===== config.mk =====
export PLATFORM = sky130hd
export DESIGN_NAME = alu_op_scheduler
export DESIGN_NICKNAME = d
export VERILOG_FILES = /design/src/rtl/alu_op_scheduler.sv
export SDC_FILE = /design/constraint.sdc
export NUM_CORES = 1
export LEC_CHECK = 0
export BUFFER_PORTS_ARGS = -buffer_cell sky130_fd_sc_hd__buf_2
export CORE_MARGIN = 10
export CORE_UTILIZATION = 45
export CTS_BUF_LIST = sky130_fd_sc_hd__clkbuf_16
export DETAILED_ROUTE_END_ITERATION = 16
export HOLD_SLACK_MARGIN = 0.03
export PLACE_DENSITY = 0.83
export RECOVER_POWER = 50
export SYNTH_ARGS = -nofsm -noshare
export SYNTH_HDL_FRONTEND = slang
export SYNTH_SLANG_ARGS = --single-unit

===== constraint.sdc =====
create_clock -name clk -period 2.4 [get_ports clk]
set_input_delay 0.24 -clock clk [delete_from_list [all_inputs] [get_ports clk]]
set_output_delay 0.24 -clock clk [all_outputs]
set_load 0.1 [all_outputs]

===== src/rtl/alu_op_scheduler.sv =====
// Round-robin scheduler sharing one combinational ALU between two requesters.
// One transaction in flight: accept, one execute cycle, then a held response.
module alu_op_scheduler #(
  parameter int W   = 8,
  parameter int OPW = 3
) (
  input  logic             clk,
  input  logic             rst,
  input  logic [1:0]       req_valid,
  output logic [1:0]       req_ready,
  input  logic [2*W-1:0]   req_opA,
  input  logic [2*W-1:0]   req_opB,
  input  logic [2*OPW-1:0] req_op,
  output logic [W-1:0]     alu_opA,
  output logic [W-1:0]     alu_opB,
  output logic [OPW-1:0]   alu_op,
  input  logic [W-1:0]     alu_result,
  output logic             rsp_valid,
  input  logic             rsp_ready,
  output logic             rsp_id,
  output logic [W-1:0]     rsp_result,
  output logic             rsp_zero,
  output logic             busy
);

  typedef enum logic [1:0] {
    IDLE = 2'd0,
    EXEC = 2'd1,
    RESP = 2'd2
  } state_e;

  state_e         state_q, state_d;
  logic           prio_q, prio_d;
  logic [W-1:0]   opa_q, opa_d;
  logic [W-1:0]   opb_q, opb_d;
  logic [OPW-1:0] op_q, op_d;
  logic           id_q, id_d;
  logic [W-1:0]   res_q, res_d;
  logic           zero_q, zero_d;
  logic           grant;

  // Priority holder wins if valid, otherwise the other requester.
  assign grant = req_valid[prio_q] ? prio_q : ~prio_q;

  always_comb begin
    state_d   = state_q;
    prio_d    = prio_q;
    opa_d     = opa_q;
    opb_d     = opb_q;
    op_d      = op_q;
    id_d      = id_q;
    res_d     = res_q;
    zero_d    = zero_q;
    req_ready = 2'b00;
    unique case (state_q)
      IDLE: begin
        if (|req_valid) begin
          req_ready = grant ? 2'b10 : 2'b01;
          opa_d     = grant ? req_opA[2*W-1:W] : req_opA[W-1:0];
          opb_d     = grant ? req_opB[2*W-1:W] : req_opB[W-1:0];
          op_d      = grant ? req_op[2*OPW-1:OPW] : req_op[OPW-1:0];
          id_d      = grant;
          state_d   = EXEC;
        end
      end
      EXEC: begin
        res_d   = alu_result;
        zero_d  = (alu_result == '0);
        state_d = RESP;
      end
      RESP: begin
        if (rsp_ready) begin
          prio_d  = ~id_q;
          state_d = IDLE;
        end
      end
      default: state_d = IDLE;
    endcase
  end

  always_ff @(posedge clk or posedge rst) begin
    if (rst) begin
      state_q <= IDLE;
      prio_q  <= 1'b0;
      opa_q   <= '0;
      opb_q   <= '0;
      op_q    <= '0;
      id_q    <= 1'b0;
      res_q   <= '0;
      zero_q  <= 1'b0;
    end else begin
      state_q <= state_d;
      prio_q  <= prio_d;
      opa_q   <= opa_d;
      opb_q   <= opb_d;
      op_q    <= op_d;
      id_q    <= id_d;
      res_q   <= res_d;
      zero_q  <= zero_d;
    end
  end

  assign alu_opA    = opa_q;
  assign alu_opB    = opb_q;
  assign alu_op     = op_q;
  assign rsp_valid  = (state_q == RESP);
  assign rsp_id     = id_q;
  assign rsp_result = res_q;
  assign rsp_zero   = zero_q;
  assign busy       = (state_q != IDLE);

endmodule

==> report_table.html, run 1 <==
<table>
<tr><th>Metric</th><th>Value</th></tr>
<tr><th colspan="2">CTS</th></tr>
<tr><td>Worst-skew pair later-pin latency</td><td>0.27 ns</td></tr>
<tr><td>Clock sink total</td><td>32</td></tr>
<tr><td>Resize count post-CTS</td><td>0</td></tr>
<tr><td>Root cell of the clock tree</td><td>sky130_fd_sc_hd__clkbuf_16</td></tr>
<tr><td>H-tree lvl count</td><td>2</td></tr>
<tr><td>Number of buffers created by CTS</td><td>5</td></tr>
<tr><td>Clock tree from TritonCTS</td><td>yes</td></tr>
<tr><td>Number of hold-repair buffers added at the cts stage</td><td>0</td></tr>
<tr><td>Clock-pin transition on the worst setup and hold timing paths</td><td>roughly 0.05 ns</td></tr>
<tr><td>Post-CTS repair timing setup buffer count</td><td>0</td></tr>
<tr><td>Max Root-Sink Buffers</td><td>2</td></tr>
<tr><th colspan="2">Route</th></tr>
<tr><td>Wirelength per Cell</td><td>18.4 microns</td></tr>
<tr><td>Iteration count of the initial detailed-routing pass</td><td>4</td></tr>
<tr><td>Count of vias placed by the detailed router</td><td>1238</td></tr>
<tr><td>Final WL</td><td>4190 microns</td></tr>
<tr><td>Vias per std cell</td><td>5.43</td></tr>
<tr><td>Number of violations reported at the end of detailed-routing iteration 0</td><td>55</td></tr>
<tr><td>Remaining antenna violation count after routing</td><td>0</td></tr>
<tr><td>Post-route DRC</td><td>0</td></tr>
<tr><th colspan="2">Cells and area</th></tr>
<tr><td>Count of fill cells added during filler insertion</td><td>239</td></tr>
<tr><td>Share of final-layout standard cells stronger than drive strength 1</td><td>45.1%</td></tr>
<tr><td>Antenna diode instance count</td><td>0</td></tr>
<tr><td>Most common cell after layout, fill and taps aside</td><td>sky130_fd_sc_hd__buf_2</td></tr>
<tr><td>Cell area after layout</td><td>1940 sq um</td></tr>
<tr><td>Leading cell types in the layout, fill and taps excluded</td><td>sky130_fd_sc_hd__buf_2, sky130_fd_sc_hd__dfrtp_1, sky130_fd_sc_hd__and3_1</td></tr>
<tr><td>Nets@finish</td><td>245</td></tr>
<tr><td>Fin cells</td><td>228</td></tr>
<tr><td>Area added between synthesis and finish</td><td>40.9%</td></tr>
<tr><th colspan="2">STA</th></tr>
<tr><td>Setup violation total in the final timing report</td><td>0</td></tr>
<tr><td>Minimum clock period</td><td>1.90 ns</td></tr>
<tr><td>Setup repair after global routing missed its margin</td><td>false</td></tr>
<tr><td>Setup_tns</td><td>0 ns</td></tr>
<tr><td>Fin Clk Skew</td><td>approximately 0.0029 ns</td></tr>
<tr><td>Max-Slew Margin vs Limit</td><td>2.85%</td></tr>
<tr><td>Period utilization</td><td>79.2%</td></tr>
<tr><td>Highest achievable clock rate</td><td>526 MHz</td></tr>
<tr><td>Final Hold Viols</td><td>0</td></tr>
<tr><td>Final Max Tran Viols</td><td>0</td></tr>
<tr><td>Pin slew with the least headroom to its limit</td><td>1.45 ns</td></tr>
<tr><th colspan="2">Placement</th></tr>
<tr><td>Count of buffers inserted at the top-level ports</td><td>83</td></tr>
<tr><td>Final GP Congestion</td><td>0.808</td></tr>
<tr><td>Placement Cell Area</td><td>1820 sq um</td></tr>
<tr><td>Placed wire-length estimate after detailed placement</td><td>3360 microns</td></tr>
<tr><td>Placed instance count</td><td>220</td></tr>
<tr><th colspan="2">Yosys</th></tr>
<tr><td>Synthesized instance count</td><td>109</td></tr>
<tr><td>Number of storage elements in the synthesis netlist</td><td>32</td></tr>
<tr><td>Synthesized-area fraction occupied by ao, oa, aoi and oai cells</td><td>between 10% and 20%</td></tr>
<tr><td>Simple-gate area share of the yosys netlist</td><td>13.1%</td></tr>
<tr><td>Xor and xnor fraction of the mapped netlist area</td><td>0%</td></tr>
<tr><td>Net count of the mapped netlist</td><td>160</td></tr>
<tr><td>Largest cells by area after synthesis</td><td>sky130_fd_sc_hd__dfrtp_1, sky130_fd_sc_hd__a221o_1, sky130_fd_sc_hd__and3_1, sky130_fd_sc_hd__mux2_2, sky130_fd_sc_hd__buf_6</td></tr>
<tr><td>Adder-cell share of the synthesized area</td><td>0%</td></tr>
<tr><td>Main combinational cell family by area after synthesis</td><td>compound AO/OA/AOI/OAI gates</td></tr>
<tr><td>Share of the synthesized area in the top cell type</td><td>58.2%</td></tr>
<tr><td>Post-synthesis sequential area ratio</td><td>58.2%</td></tr>
<tr><td>Number of distinct standard cells referenced by the synthesized netlist</td><td>18</td></tr>
<tr><td>Avg Synthesized Cell Area</td><td>roughly 13 sq um</td></tr>
<tr><td>Share of cell area taken by muxes after synthesis</td><td>7.37%</td></tr>
<tr><td>Most area-hungry cell type in the Yosys netlist</td><td>sky130_fd_sc_hd__dfrtp_1</td></tr>
<tr><td>Area of the mapped netlist</td><td>about 1400 sq um</td></tr>
<tr><td>Number of warnings reported in the yosys synthesis log</td><td>0</td></tr>
<tr><th colspan="2">Floorplanning</th></tr>
<tr><td>Initial Util</td><td>46.2%</td></tr>
<tr><td>Die X-Extent</td><td>roughly 75 microns</td></tr>
<tr><td>Core area</td><td>~3000 sq um</td></tr>
<tr><td>Boundary Pins</td><td>84</td></tr>
<tr><td>Number of standard-cell rows in the floorplan</td><td>20</td></tr>
<tr><td>DIE HEIGHT</td><td>75.3 microns</td></tr>
<tr><td>Area of the die</td><td>5670 sq um</td></tr>
<tr><th colspan="2">Global route</th></tr>
<tr><td>First-pass GRT wire length</td><td>6270 microns</td></tr>
<tr><td>GRT Total Usage</td><td>14.9%</td></tr>
<tr><td>Via count of the first global-routing pass</td><td>1327</td></tr>
<tr><td>Pin count of the biggest net entering global routing</td><td>23</td></tr>
<tr><td>Total overflow reported by the global router</td><td>0</td></tr>
<tr><td>Antenna violations before repair</td><td>0</td></tr>
<tr><th colspan="2">Worst setup path</th></tr>
<tr><td>Critical Path AT</td><td>~2 ns</td></tr>
<tr><td>Largest stage delay on the critical path</td><td>0.53 ns</td></tr>
<tr><td>Critical Path Source</td><td>state_q[1]$_DFFE_PP0P_</td></tr>
<tr><td>Crit-path leading delay family</td><td>compound AO/OA/AOI/OAI gates</td></tr>
<tr><td>Reg2reg start</td><td>state_q[1]$_DFFE_PP0P_</td></tr>
<tr><td>Crit Path Class</td><td>flip-flop to flip-flop</td></tr>
<tr><td>Required time of the critical path</td><td>2.55 ns</td></tr>
<tr><td>Cell Chain, Critical Path</td><td>nor2_2, buf_4, o21ai_1, a221o_1</td></tr>
<tr><td>Critical path endpoint category</td><td>flip-flop</td></tr>
<tr><td>Library cell contributing the largest single delay on the critical path</td><td>sky130_fd_sc_hd__a221o_1</td></tr>
<tr><td>Crit path max fanout</td><td>22</td></tr>
<tr><td>Buffers plus inverters on the worst setup path</td><td>1</td></tr>
<tr><td>Kind of launch point of the worst setup path</td><td>flip-flop</td></tr>
<tr><th colspan="2">Flow run</th></tr>
<tr><td>Max-cap violation count</td><td>0</td></tr>
<tr><th colspan="2">Worst hold path</th></tr>
<tr><td>Hold WC Path Type</td><td>input port to asynchronous set/reset pin</td></tr>
<tr><th colspan="2">Status</th></tr>
<tr><td>Run status</td><td>finished clean</td></tr>
</table>
==> stage by stage <==
step	util (%)	worst slack [ns]	hold slack, ns
global placement	61.3	0.878	0.356
CTS	65.8	0.544	0.0966
detailed placement	61.3	0.788	0.384
finish	65.1	0.499	0.0723
floorplan	-	0.600	0.348
global route	65.1	0.402	0.158
==> kinds of logic (layout without fill, tap and decap cells) <==
kind of cell | Yosys count | in the layout
buffers and inverters | 14 | 100
DFF | 32 | 32
muxes | 9 | 9
and+or+nand+nor | 30 | 30
AOI/OAI and AO/OA | 24 | 24
==> sequential cells by signal, summed over array words and instances (netlist names) <==
| name | cells |
|---|---|
| alu_op | 3 |
| alu_opA | 8 |
| alu_opB | 8 |
| prio_q | 1 |
| rsp_id | 1 |
| rsp_result | 8 |
| rsp_zero | 1 |
| state_q | 2 |
==> per-layer routing <==
metal  global-route usage, %  wire length, microns  vias to the layer above
met1                    15.9                  1690                      591
met3                    6.59                   436                        4
met4                    6.19                    49                        0
met2                    25.1                  2020                       59
li1                        -                     -                      584
met5                       0                     0                        -
==> Yosys cell counts <==
library cell,count
sky130_fd_sc_hd__nor4_1,2
sky130_fd_sc_hd__a21boi_1,1
sky130_fd_sc_hd__a21oi_1,1
sky130_fd_sc_hd__dfrtp_1,32
sky130_fd_sc_hd__clkbuf_1,4
sky130_fd_sc_hd__nor2_2,1
sky130_fd_sc_hd__mux2_2,8
sky130_fd_sc_hd__buf_2,3
sky130_fd_sc_hd__and2_1,1
sky130_fd_sc_hd__and3_1,20
sky130_fd_sc_hd__nand2b_1,3
sky130_fd_sc_hd__nand2_1,3
sky130_fd_sc_hd__buf_6,2
sky130_fd_sc_hd__mux2_1,1
sky130_fd_sc_hd__inv_1,5
sky130_fd_sc_hd__o21ai_2,1
sky130_fd_sc_hd__a221o_1,19
sky130_fd_sc_hd__o21ai_0,2
==> final cells by class <==
class / count / area [sq um] / area share (%)
well taps: 33 / 41.3 / 2.13
clock buffers: 5 / 125 / 6.46
flip-flops and latches: 32 / 801 / 41.3
clock inverters: 3 / 11.3 / 0.581
multi-input cells: 63 / 499 / 25.8
inverters: 5 / 18.8 / 0.968
repair buffers: 87 / 442 / 22.8
==> worst paths after layout <==
kind	slack, ns	endpoint	cells after the start
worst max-delay path	0.50	alu_opA[2]$_DFFE_PP0P_	4
worst max register to register	0.50	alu_opA[2]$_DFFE_PP0P_	4
worst min-delay path	0.07	rsp_result[5]$_DFFE_PP0N_	2
worst min register to register	0.50	rsp_result[2]$_DFFE_PP0N_	1
max in group asynchronous	1.25	alu_op[1]$_DFFE_PP0P_	3
min in group clk	0.20	state_q[1]$_DFFE_PP0P_	2
Power of run 1 is left out: the tool's default activity adds up to more than one toggle a clock period on the data nets, which glitch-free logic cannot reach.
==> run 2: changes to the inputs <==
--- a/config.mk
+++ b/config.mk
@@ -5,13 +5,14 @@
 export SDC_FILE = /design/constraint.sdc
 export NUM_CORES = 1
 export LEC_CHECK = 0
+export ABC_AREA = 1
 export BUFFER_PORTS_ARGS = -buffer_cell sky130_fd_sc_hd__buf_2
 export CORE_MARGIN = 10
-export CORE_UTILIZATION = 45
+export CORE_UTILIZATION = 44
 export CTS_BUF_LIST = sky130_fd_sc_hd__clkbuf_16
 export DETAILED_ROUTE_END_ITERATION = 16
 export HOLD_SLACK_MARGIN = 0.03
-export PLACE_DENSITY = 0.83
+export PLACE_DENSITY = 0.79
 export RECOVER_POWER = 50
 export SYNTH_ARGS = -nofsm -noshare
 export SYNTH_HDL_FRONTEND = slang
==> constraint.sdc (replaced) <==
create_clock -name clk -period 1.83 [get_ports clk]
set_input_delay 0.183 -clock clk [delete_from_list [all_inputs] [get_ports clk]]
set_output_delay 0.183 -clock clk [all_outputs]
set_load 0.1 [all_outputs]
==> run 2 against run 1 <==
Utilization decreased by 1.6 points. Cell area increased by 9.2%. Non-clock buffer count increased by 2. Worst setup slack got worse by 0.31 ns. First-iteration DRC count increased by 67%. Global-route usage decreased by 0.39 points. Highest routed layer unchanged.
==> report_table.html, run 2 <==
<table>
<tr><th>Metric</th><th>Value</th></tr>
<tr><th colspan="2">CTS</th></tr>
<tr><td>Root cell of the clock tree</td><td>sky130_fd_sc_hd__clkbuf_16</td></tr>
<tr><td>Max Root-Sink Buffers</td><td>2 (unchanged)</td></tr>
<tr><td>Clock tree from TritonCTS</td><td>yes</td></tr>
<tr><td>Number of buffers created by CTS</td><td>5 (unchanged)</td></tr>
<tr><td>Clock sink total</td><td>32 (unchanged)</td></tr>
<tr><td>Resize count post-CTS</td><td>0 (unchanged)</td></tr>
<tr><td>Clock-pin transition on the worst setup and hold timing paths</td><td>0.05 ns (about the same)</td></tr>
<tr><td>H-tree lvl count</td><td>2 (unchanged)</td></tr>
<tr><td>Worst-skew pair later-pin latency</td><td>0.27 ns (about the same)</td></tr>
<tr><th colspan="2">Global route</th></tr>
<tr><td>Via count of the first global-routing pass</td><td>1574 (+19%)</td></tr>
<tr><td>First-pass GRT wire length</td><td>7240 microns (+15%)</td></tr>
<tr><td>Antenna violations before repair</td><td>0 (unchanged)</td></tr>
<tr><td>Total overflow reported by the global router</td><td>0 (unchanged)</td></tr>
<tr><td>Pin count of the biggest net entering global routing</td><td>22 (-4.3%)</td></tr>
<tr><td>GRT Total Usage</td><td>14.5% (-0.39 points)</td></tr>
<tr><th colspan="2">Yosys</th></tr>
<tr><td>Async set or reset register ratio after synthesis</td><td>100% (unchanged)</td></tr>
<tr><td>Number of storage elements in the synthesis netlist</td><td>32 (unchanged)</td></tr>
<tr><td>Synthesized instance count</td><td>175 (+61%)</td></tr>
<tr><td>Share of the synthesized area in the top cell type</td><td>52.3% (-5.9 points)</td></tr>
<tr><td>Most frequent cells after synthesis</td><td>sky130_fd_sc_hd__nand3_1, sky130_fd_sc_hd__nand2_1, sky130_fd_sc_hd__dfrtp_1</td></tr>
<tr><td>Largest cells by area after synthesis</td><td>sky130_fd_sc_hd__dfrtp_1, sky130_fd_sc_hd__nand3_1, sky130_fd_sc_hd__nand2_1, sky130_fd_sc_hd__buf_6, sky130_fd_sc_hd__buf_4</td></tr>
<tr><td>Area of the mapped netlist</td><td>1530 sq um (+11%)</td></tr>
<tr><td>Net count of the mapped netlist</td><td>226 (+41%)</td></tr>
<tr><td>Number of distinct standard cells referenced by the synthesized netlist</td><td>17 (-1)</td></tr>
<tr><td>Most numerous cell in the Yosys netlist</td><td>sky130_fd_sc_hd__nand3_1</td></tr>
<tr><td>Post-synthesis sequential area ratio</td><td>52.3% (-5.9 points)</td></tr>
<tr><td>Most area-hungry cell type in the Yosys netlist</td><td>sky130_fd_sc_hd__dfrtp_1</td></tr>
<tr><td>Number of enable-type register cells in the synthesized netlist</td><td>0 (unchanged)</td></tr>
<tr><td>Most used flip-flop cell after synthesis</td><td>sky130_fd_sc_hd__dfrtp_1</td></tr>
<tr><td>Number of warnings reported in the yosys synthesis log</td><td>0 (unchanged)</td></tr>
<tr><td>Avg Synthesized Cell Area</td><td>8.74 sq um (-31%)</td></tr>
<tr><th colspan="2">Floorplanning</th></tr>
<tr><td>Initial Util</td><td>45.9% (-0.32 points)</td></tr>
<tr><td>Area of the die</td><td>6240 sq um (+10%)</td></tr>
<tr><td>Number of standard-cell rows in the floorplan</td><td>21 (+5.0%)</td></tr>
<tr><td>Core area</td><td>3340 sq um (+12%)</td></tr>
<tr><td>Boundary Pins</td><td>84 (unchanged)</td></tr>
<tr><td>DIE HEIGHT</td><td>79.0 microns (+4.9%)</td></tr>
<tr><td>Die X-Extent</td><td>79.0 microns (+4.9%)</td></tr>
<tr><th colspan="2">Route</th></tr>
<tr><td>Vias per std cell</td><td>4.77 (-12%)</td></tr>
<tr><td>Number of violations reported at the end of detailed-routing iteration 0</td><td>92 (+67%)</td></tr>
<tr><td>Post-route DRC</td><td>0 (unchanged)</td></tr>
<tr><td>Count of vias placed by the detailed router</td><td>1465 (+18%)</td></tr>
<tr><td>Met3 Routed Length</td><td>473 microns (+8.5%)</td></tr>
<tr><td>Remaining antenna violation count after routing</td><td>0 (unchanged)</td></tr>
<tr><td>Met1 routed wirelength after detailed routing</td><td>1840 microns (+9.0%)</td></tr>
<tr><td>Detail Route met2 WL</td><td>1990 microns (-1.2%)</td></tr>
<tr><td>Final WL</td><td>4370 microns (+4.3%)</td></tr>
<tr><td>Wirelength per Cell</td><td>14.2 microns (-23%)</td></tr>
<tr><td>Highest metal layer used by the detailed router</td><td>met4</td></tr>
<tr><td>Iteration count of the initial detailed-routing pass</td><td>4 (unchanged)</td></tr>
<tr><th colspan="2">Cells and area</th></tr>
<tr><td>Antenna diode instance count</td><td>0 (unchanged)</td></tr>
<tr><td>Area occupied by multi-input gates</td><td>589 sq um (+18%)</td></tr>
<tr><td>Nets@finish</td><td>311 (+27%)</td></tr>
<tr><td>Area added between synthesis and finish</td><td>38.3%</td></tr>
<tr><td>Leading cell types in the layout, fill and taps excluded</td><td>sky130_fd_sc_hd__nand3_1, sky130_fd_sc_hd__buf_2, sky130_fd_sc_hd__nand2_1</td></tr>
<tr><td>Most common cell after layout, fill and taps aside</td><td>sky130_fd_sc_hd__nand3_1</td></tr>
<tr><td>Count of fill cells added during filler insertion</td><td>312 (+31%)</td></tr>
<tr><td>FF+latch area</td><td>801 sq um (unchanged)</td></tr>
<tr><td>Share of final-layout standard cells stronger than drive strength 1</td><td>40.6% (-4.5 points)</td></tr>
<tr><th colspan="2">STA</th></tr>
<tr><td>Final Hold Viols</td><td>0 (unchanged)</td></tr>
<tr><td>Period utilization</td><td>about 90%</td></tr>
<tr><td>Final Max Tran Viols</td><td>0 (unchanged)</td></tr>
<tr><td>Worst setup margin</td><td>0.188 ns (-0.311 ns)</td></tr>
<tr><td>Setup repair after global routing missed its margin</td><td>false</td></tr>
<tr><td>Setup violation total in the final timing report</td><td>0 (unchanged)</td></tr>
<tr><td>Pin slew with the least headroom to its limit</td><td>0.588 ns (-0.860 ns)</td></tr>
<tr><td>Max-Slew Margin vs Limit</td><td>60.8% (+58 points)</td></tr>
<tr><td>Highest achievable clock rate</td><td>609 MHz</td></tr>
<tr><td>Minimum clock period</td><td>1.64 ns</td></tr>
<tr><td>Fin Clk Skew</td><td>0.00610 ns (+0.00317 ns)</td></tr>
<tr><th colspan="2">Worst setup path</th></tr>
<tr><td>Largest stage delay on the critical path</td><td>0.47 ns (-0.06 ns)</td></tr>
<tr><td>Cell Chain, Critical Path</td><td>nor2_1, buf_2</td></tr>
<tr><td>Crit path max fanout</td><td>8 (-64%)</td></tr>
<tr><td>Critical path endpoint category</td><td>primary output</td></tr>
<tr><td>Crit Path Class</td><td>flip-flop to primary output</td></tr>
<tr><td>Critical Path AT</td><td>1.46 ns (-0.59 ns)</td></tr>
<tr><td>Crit-path leading delay family</td><td>flip-flops</td></tr>
<tr><td>Required time of the critical path</td><td>1.65 ns (-0.90 ns)</td></tr>
<tr><td>Kind of launch point of the worst setup path</td><td>flip-flop</td></tr>
<tr><td>Buffers plus inverters on the worst setup path</td><td>1 (unchanged)</td></tr>
<tr><td>Library cell contributing the largest single delay on the critical path</td><td>sky130_fd_sc_hd__dfrtp_1</td></tr>
<tr><th colspan="2">Worst hold path</th></tr>
<tr><td>Hold WC Path Type</td><td>input port to flip-flop</td></tr>
<tr><th colspan="2">Placement</th></tr>
<tr><td>Final GP Congestion</td><td>0.727 (-10%)</td></tr>
<tr><td>Post-place setup slack</td><td>0.457 ns (-0.332 ns)</td></tr>
<tr><td>Placed wire-length estimate after detailed placement</td><td>3390 microns (+0.87%)</td></tr>
<tr><td>Count of buffers inserted at the top-level ports</td><td>83 (unchanged)</td></tr>
<tr><th colspan="2">Status</th></tr>
<tr><td>Run status</td><td>finished clean</td></tr>
<tr><th colspan="2">Flow run</th></tr>
<tr><td>Max-cap violation count</td><td>0 (unchanged)</td></tr>
</table>
[run 2: cell count changes after synthesis, sizes merged, moves of 5 or more]
cell and delta:
mux2 -9, nand2 +37, inv +5, buf +6
a221o -19, nor2 +10, nand3 +61, and3 -20
[run 2: final cells by class]
cell class,instances,share of cell area (%)
clock inverters,3,0.650
inverters,10,1.77
clock buffers,5,5.91
flip-flops and latches,32,37.8
repair buffers,89,23.3
multi-input cells,122,27.8
well taps,46,2.72
[run 2: logic make-up (layout without fill, tap and decap cells)]
group | after synthesis | after routing | share of synthesized area [%]
AND/OR/NAND/NOR | 113 | 113 | 34.4
flip-flops | 32 | 32 | 52.3
buffers and inverters | 21 | 107 | 9.32
AO/OA/AOI/OAI | 9 | 9 | 3.92
[run 2: repair_timing]
item | CTS | global route
hold buffers | 1 | 0
hold endpoints to repair | 15 | 0
buffers inserted | 0 | 0
[run 2: per-layer routing]
layer,vias up,global-route usage [%]
li1,753,-
met5,-,0
met3,5,7.32
met2,56,22.1
met1,651,16.7
met4,0,6.45
[run 2: final timing paths]
kind | depth (start not counted) | start | slack, ns | end
worst min-delay path | 2 | rsp_ready | 0.11 | state_q[1]$_DFFE_PP0P_
worst max register to register | 5 | state_q[0]$_DFFE_PP0P_ | 0.46 | alu_opB[6]$_DFFE_PP0P_
max in group asynchronous | 4 | rst | 0.66 | rsp_result[3]$_DFFE_PP0N_
worst min register to register | 2 | rsp_result[3]$_DFFE_PP0N_ | 0.47 | rsp_result[3]$_DFFE_PP0N_
min in group asynchronous | 3 | rst | 0.52 | alu_op[1]$_DFFE_PP0P_
worst max-delay path | 2 | state_q[0]$_DFFE_PP0P_ | 0.19 | rsp_valid
[run 2: through the flow]
step | TNS [ns] | cell area (sq um) | util [%] | hold slack, ns | cells
finish | 0 | 2120 | 63.4 | 0.114 | 307
floorplan | -0.192 | 1540 | - | 0.291 | 175
CTS | 0 | 2120 | 63.5 | 0.113 | 307
detailed placement | 0 | 1970 | 59.1 | 0.277 | 298
global placement | 0 | 1970 | 59.1 | 0.271 | 298
global route | 0 | 2120 | 63.4 | 0.143 | 307
[run 2: worst register-to-register path: stages (launching register included)]
cell and delay [ns]:
sky130_fd_sc_hd__dfrtp_1 0.47, sky130_fd_sc_hd__inv_1 0.11, sky130_fd_sc_hd__nand2_2 0.09, sky130_fd_sc_hd__nor2_4 0.40, sky130_fd_sc_hd__nand3_1 0.14, sky130_fd_sc_hd__nand3_1 0.10
Power of run 2 is left out for the same reason.
==> run 3: changes to the inputs <==
--- a/config.mk
+++ b/config.mk
@@ -13,7 +13,6 @@
 export DETAILED_ROUTE_END_ITERATION = 16
 export HOLD_SLACK_MARGIN = 0.03
 export PLACE_DENSITY = 0.79
-export RECOVER_POWER = 50
 export SYNTH_ARGS = -nofsm -noshare
 export SYNTH_HDL_FRONTEND = slang
 export SYNTH_SLANG_ARGS = --single-unit
==> constraint.sdc (replaced) <==
create_clock -name clk -period 1.65 [get_ports clk]
set_input_delay 0.165 -clock clk [delete_from_list [all_inputs] [get_ports clk]]
set_output_delay 0.165 -clock clk [all_outputs]
set_load 0.1 [all_outputs]
==> run 3 against run 2 <==
Cell count unchanged. Critical path type unchanged. First-iteration DRC count up 41%. Highest routed layer unchanged. Die area unchanged. Clock skew about the same. Wire length up 5.4%. Largest cell class unchanged. Worst setup slack worse by 0.097 ns. Sequential share of layout area down 1.1 points.
==> report_table.html, run 3 (synthesis results as in run 2) <==
<table>
<tr><th>Metric</th><th>Value</th></tr>
<tr><th colspan="2">Route</th></tr>
<tr><td>Number of violations reported at the end of detailed-routing iteration 0</td><td>130 (+41%)</td></tr>
<tr><td>Iteration count of the initial detailed-routing pass</td><td>4 (unchanged)</td></tr>
<tr><td>Post-route DRC</td><td>0 (unchanged)</td></tr>
<tr><td>Count of vias placed by the detailed router</td><td>1507 (+2.9%)</td></tr>
<tr><td>Final WL</td><td>4600 microns (+5.4%)</td></tr>
<tr><td>Vias per std cell</td><td>4.91 (+2.9%)</td></tr>
<tr><td>Wirelength per Cell</td><td>15.0 microns (+5.4%)</td></tr>
<tr><td>Remaining antenna violation count after routing</td><td>0 (unchanged)</td></tr>
<tr><th colspan="2">Worst setup path</th></tr>
<tr><td>Cell Chain, Critical Path</td><td>nor2_4, nand2_2, nor2_4, buf_12</td></tr>
<tr><td>Crit path max fanout</td><td>10 (+2)</td></tr>
<tr><td>Critical path endpoint category</td><td>primary output</td></tr>
<tr><td>Most Frequent Cell on Critical Path</td><td>sky130_fd_sc_hd__nor2_4</td></tr>
<tr><td>Required time of the critical path</td><td>1.48 ns (-0.17 ns)</td></tr>
<tr><td>Library cell contributing the largest single delay on the critical path</td><td>sky130_fd_sc_hd__dfrtp_2</td></tr>
<tr><td>Buffers plus inverters on the worst setup path</td><td>1 (unchanged)</td></tr>
<tr><td>Largest stage delay on the critical path</td><td>0.47 ns (about the same)</td></tr>
<tr><td>Crit Path Class</td><td>flip-flop to primary output</td></tr>
<tr><td>Kind of launch point of the worst setup path</td><td>flip-flop</td></tr>
<tr><td>Crit-path leading delay family</td><td>flip-flops</td></tr>
<tr><td>Critical Path AT</td><td>1.39 ns (-0.07 ns)</td></tr>
<tr><th colspan="2">STA</th></tr>
<tr><td>Setup_tns</td><td>0 ns (unchanged)</td></tr>
<tr><td>Worst hold slack</td><td>0.0899 ns (-0.0240 ns)</td></tr>
<tr><td>Setup violation total in the final timing report</td><td>0 (unchanged)</td></tr>
<tr><td>Setup repair after global routing missed its margin</td><td>false</td></tr>
<tr><td>Final Max Tran Viols</td><td>0 (unchanged)</td></tr>
<tr><td>Fin Clk Skew</td><td>0.00565 ns (-0.000455 ns)</td></tr>
<tr><td>Final Hold Viols</td><td>0 (unchanged)</td></tr>
<tr><td>Pin slew with the least headroom to its limit</td><td>0.521 ns (-0.0667 ns)</td></tr>
<tr><td>Minimum clock period</td><td>1.56 ns</td></tr>
<tr><td>Highest achievable clock rate</td><td>641 MHz</td></tr>
<tr><td>Max-Slew Margin vs Limit</td><td>65.2% (+4.4 points)</td></tr>
<tr><td>Period utilization</td><td>94.5%</td></tr>
<tr><th colspan="2">CTS</th></tr>
<tr><td>Clock tree from TritonCTS</td><td>yes</td></tr>
<tr><td>Number of buffers created by CTS</td><td>5 (unchanged)</td></tr>
<tr><td>H-tree lvl count</td><td>2 (unchanged)</td></tr>
<tr><td>Clock sink total</td><td>32 (unchanged)</td></tr>
<tr><td>Max Root-Sink Buffers</td><td>2 (unchanged)</td></tr>
<tr><td>Clock-pin transition on the worst setup and hold timing paths</td><td>0.05 ns (about the same)</td></tr>
<tr><td>Root cell of the clock tree</td><td>sky130_fd_sc_hd__clkbuf_16</td></tr>
<tr><td>Worst-skew pair later-pin latency</td><td>0.27 ns (about the same)</td></tr>
<tr><th colspan="2">Placement</th></tr>
<tr><td>Final GP Congestion</td><td>0.767 (+5.5%)</td></tr>
<tr><td>Placed wire-length estimate after detailed placement</td><td>3500 microns (+3.1%)</td></tr>
<tr><td>Count of buffers inserted at the top-level ports</td><td>83 (unchanged)</td></tr>
<tr><td>Placed instance count</td><td>298 (unchanged)</td></tr>
<tr><th colspan="2">Global route</th></tr>
<tr><td>Antenna violations before repair</td><td>0 (unchanged)</td></tr>
<tr><td>First-pass GRT wire length</td><td>7400 microns (+2.2%)</td></tr>
<tr><td>Total overflow reported by the global router</td><td>0 (unchanged)</td></tr>
<tr><td>Via count of the first global-routing pass</td><td>1577 (+0.19%)</td></tr>
<tr><td>Pin count of the biggest net entering global routing</td><td>33 (+50%)</td></tr>
<tr><td>GRT Total Usage</td><td>14.6% (+0.12 points)</td></tr>
<tr><th colspan="2">Cells and area</th></tr>
<tr><td>Share of final-layout standard cells stronger than drive strength 1</td><td>41.8% (+1.1 points)</td></tr>
<tr><td>Leading cell types in the layout, fill and taps excluded</td><td>sky130_fd_sc_hd__buf_2, sky130_fd_sc_hd__nand3_1, sky130_fd_sc_hd__nand2_1</td></tr>
<tr><td>Fin cells</td><td>307 (unchanged)</td></tr>
<tr><td>Area added between synthesis and finish</td><td>42.8%</td></tr>
<tr><td>Utilization after layout</td><td>65.5% (+2.0 points)</td></tr>
<tr><td>Antenna diode instance count</td><td>0 (unchanged)</td></tr>
<tr><td>Most common cell after layout, fill and taps aside</td><td>sky130_fd_sc_hd__buf_2</td></tr>
<tr><td>Nets@finish</td><td>311 (unchanged)</td></tr>
<tr><th colspan="2">Floorplanning</th></tr>
<tr><td>Initial Util</td><td>45.9% (unchanged)</td></tr>
<tr><td>Area of the die</td><td>6240 sq um (unchanged)</td></tr>
<tr><td>Boundary Pins</td><td>84 (unchanged)</td></tr>
<tr><td>Number of standard-cell rows in the floorplan</td><td>21 (unchanged)</td></tr>
<tr><td>Core area</td><td>3340 sq um (unchanged)</td></tr>
<tr><td>DIE HEIGHT</td><td>79.0 microns (unchanged)</td></tr>
<tr><td>Die X-Extent</td><td>79.0 microns (unchanged)</td></tr>
<tr><th colspan="2">Flow run</th></tr>
<tr><td>Max-cap violation count</td><td>0 (unchanged)</td></tr>
<tr><th colspan="2">Status</th></tr>
<tr><td>Run status</td><td>finished clean</td></tr>
<tr><th colspan="2">Worst hold path</th></tr>
<tr><td>Hold WC Path Type</td><td>input port to flip-flop</td></tr>
</table>
## run 3: cell type report
| class | instances | area [sq um] |
|---|---|---|
| fill | 314 | 1150 |
| sequential | 32 | 803 |
| multi-input combinational | 122 | 614 |
| timing repair buffer | 89 | 508 |
| clock buffer | 5 | 125 |
| tap | 46 | 57.6 |
| clock inverter | 3 | 38.8 |
| inverter | 10 | 37.5 |
## run 3: final timing paths
path                                          end                   start  slack (ns)  cells after the start
max                                  req_ready[0]  state_q[0]$_DFFE_PP0P_        0.09                      4
max reg2reg                alu_opB[7]$_DFFE_PP0P_  state_q[1]$_DFFE_PP0P_        0.24                      5
min                        state_q[1]$_DFFE_PP0P_               rsp_ready        0.09                      2
min reg2reg                  rsp_zero$_DFFE_PP0N_    rsp_zero$_DFFE_PP0N_        0.47                      2
max in group asynchronous  state_q[0]$_DFFE_PP0P_                     rst        0.80                      4
min in group asynchronous   alu_op[2]$_DFFE_PP0P_                     rst        0.54                      4
## run 3: per-stage QoR
| stage | instance area [sq um] | setup WS (ns) |
|---|---|---|
| after CTS | 2170 | 0.0231 |
| after floorplan | 1550 | -0.0591 |
| after global placement | 2000 | 0.264 |
| after detailed placement | 2000 | 0.221 |
| final | 2180 | 0.0907 |
| after global routing | 2180 | 0.0362 |
## run 3: metal layers
| layer | global-route usage (%) | share of wire, % | vias to the layer above |
|---|---|---|---|
| li1 | - | - | 751 |
| met1 | 16.2 | 39 | 681 |
| met2 | 24.5 | 49 | 71 |
| met3 | 6.64 | 10 | 4 |
| met4 | 4.66 | 0.74 | 0 |
| met5 | 0 | 0 | - |
## run 3: repair_timing
action,in CTS,in global routing
endpoints found under the hold margin,32,0
endpoints found under the setup margin,0,2
gates resized for setup,0,3
setup buffers,0,0
hold buffers,1,0
Power of run 3 is left out for the same reason.
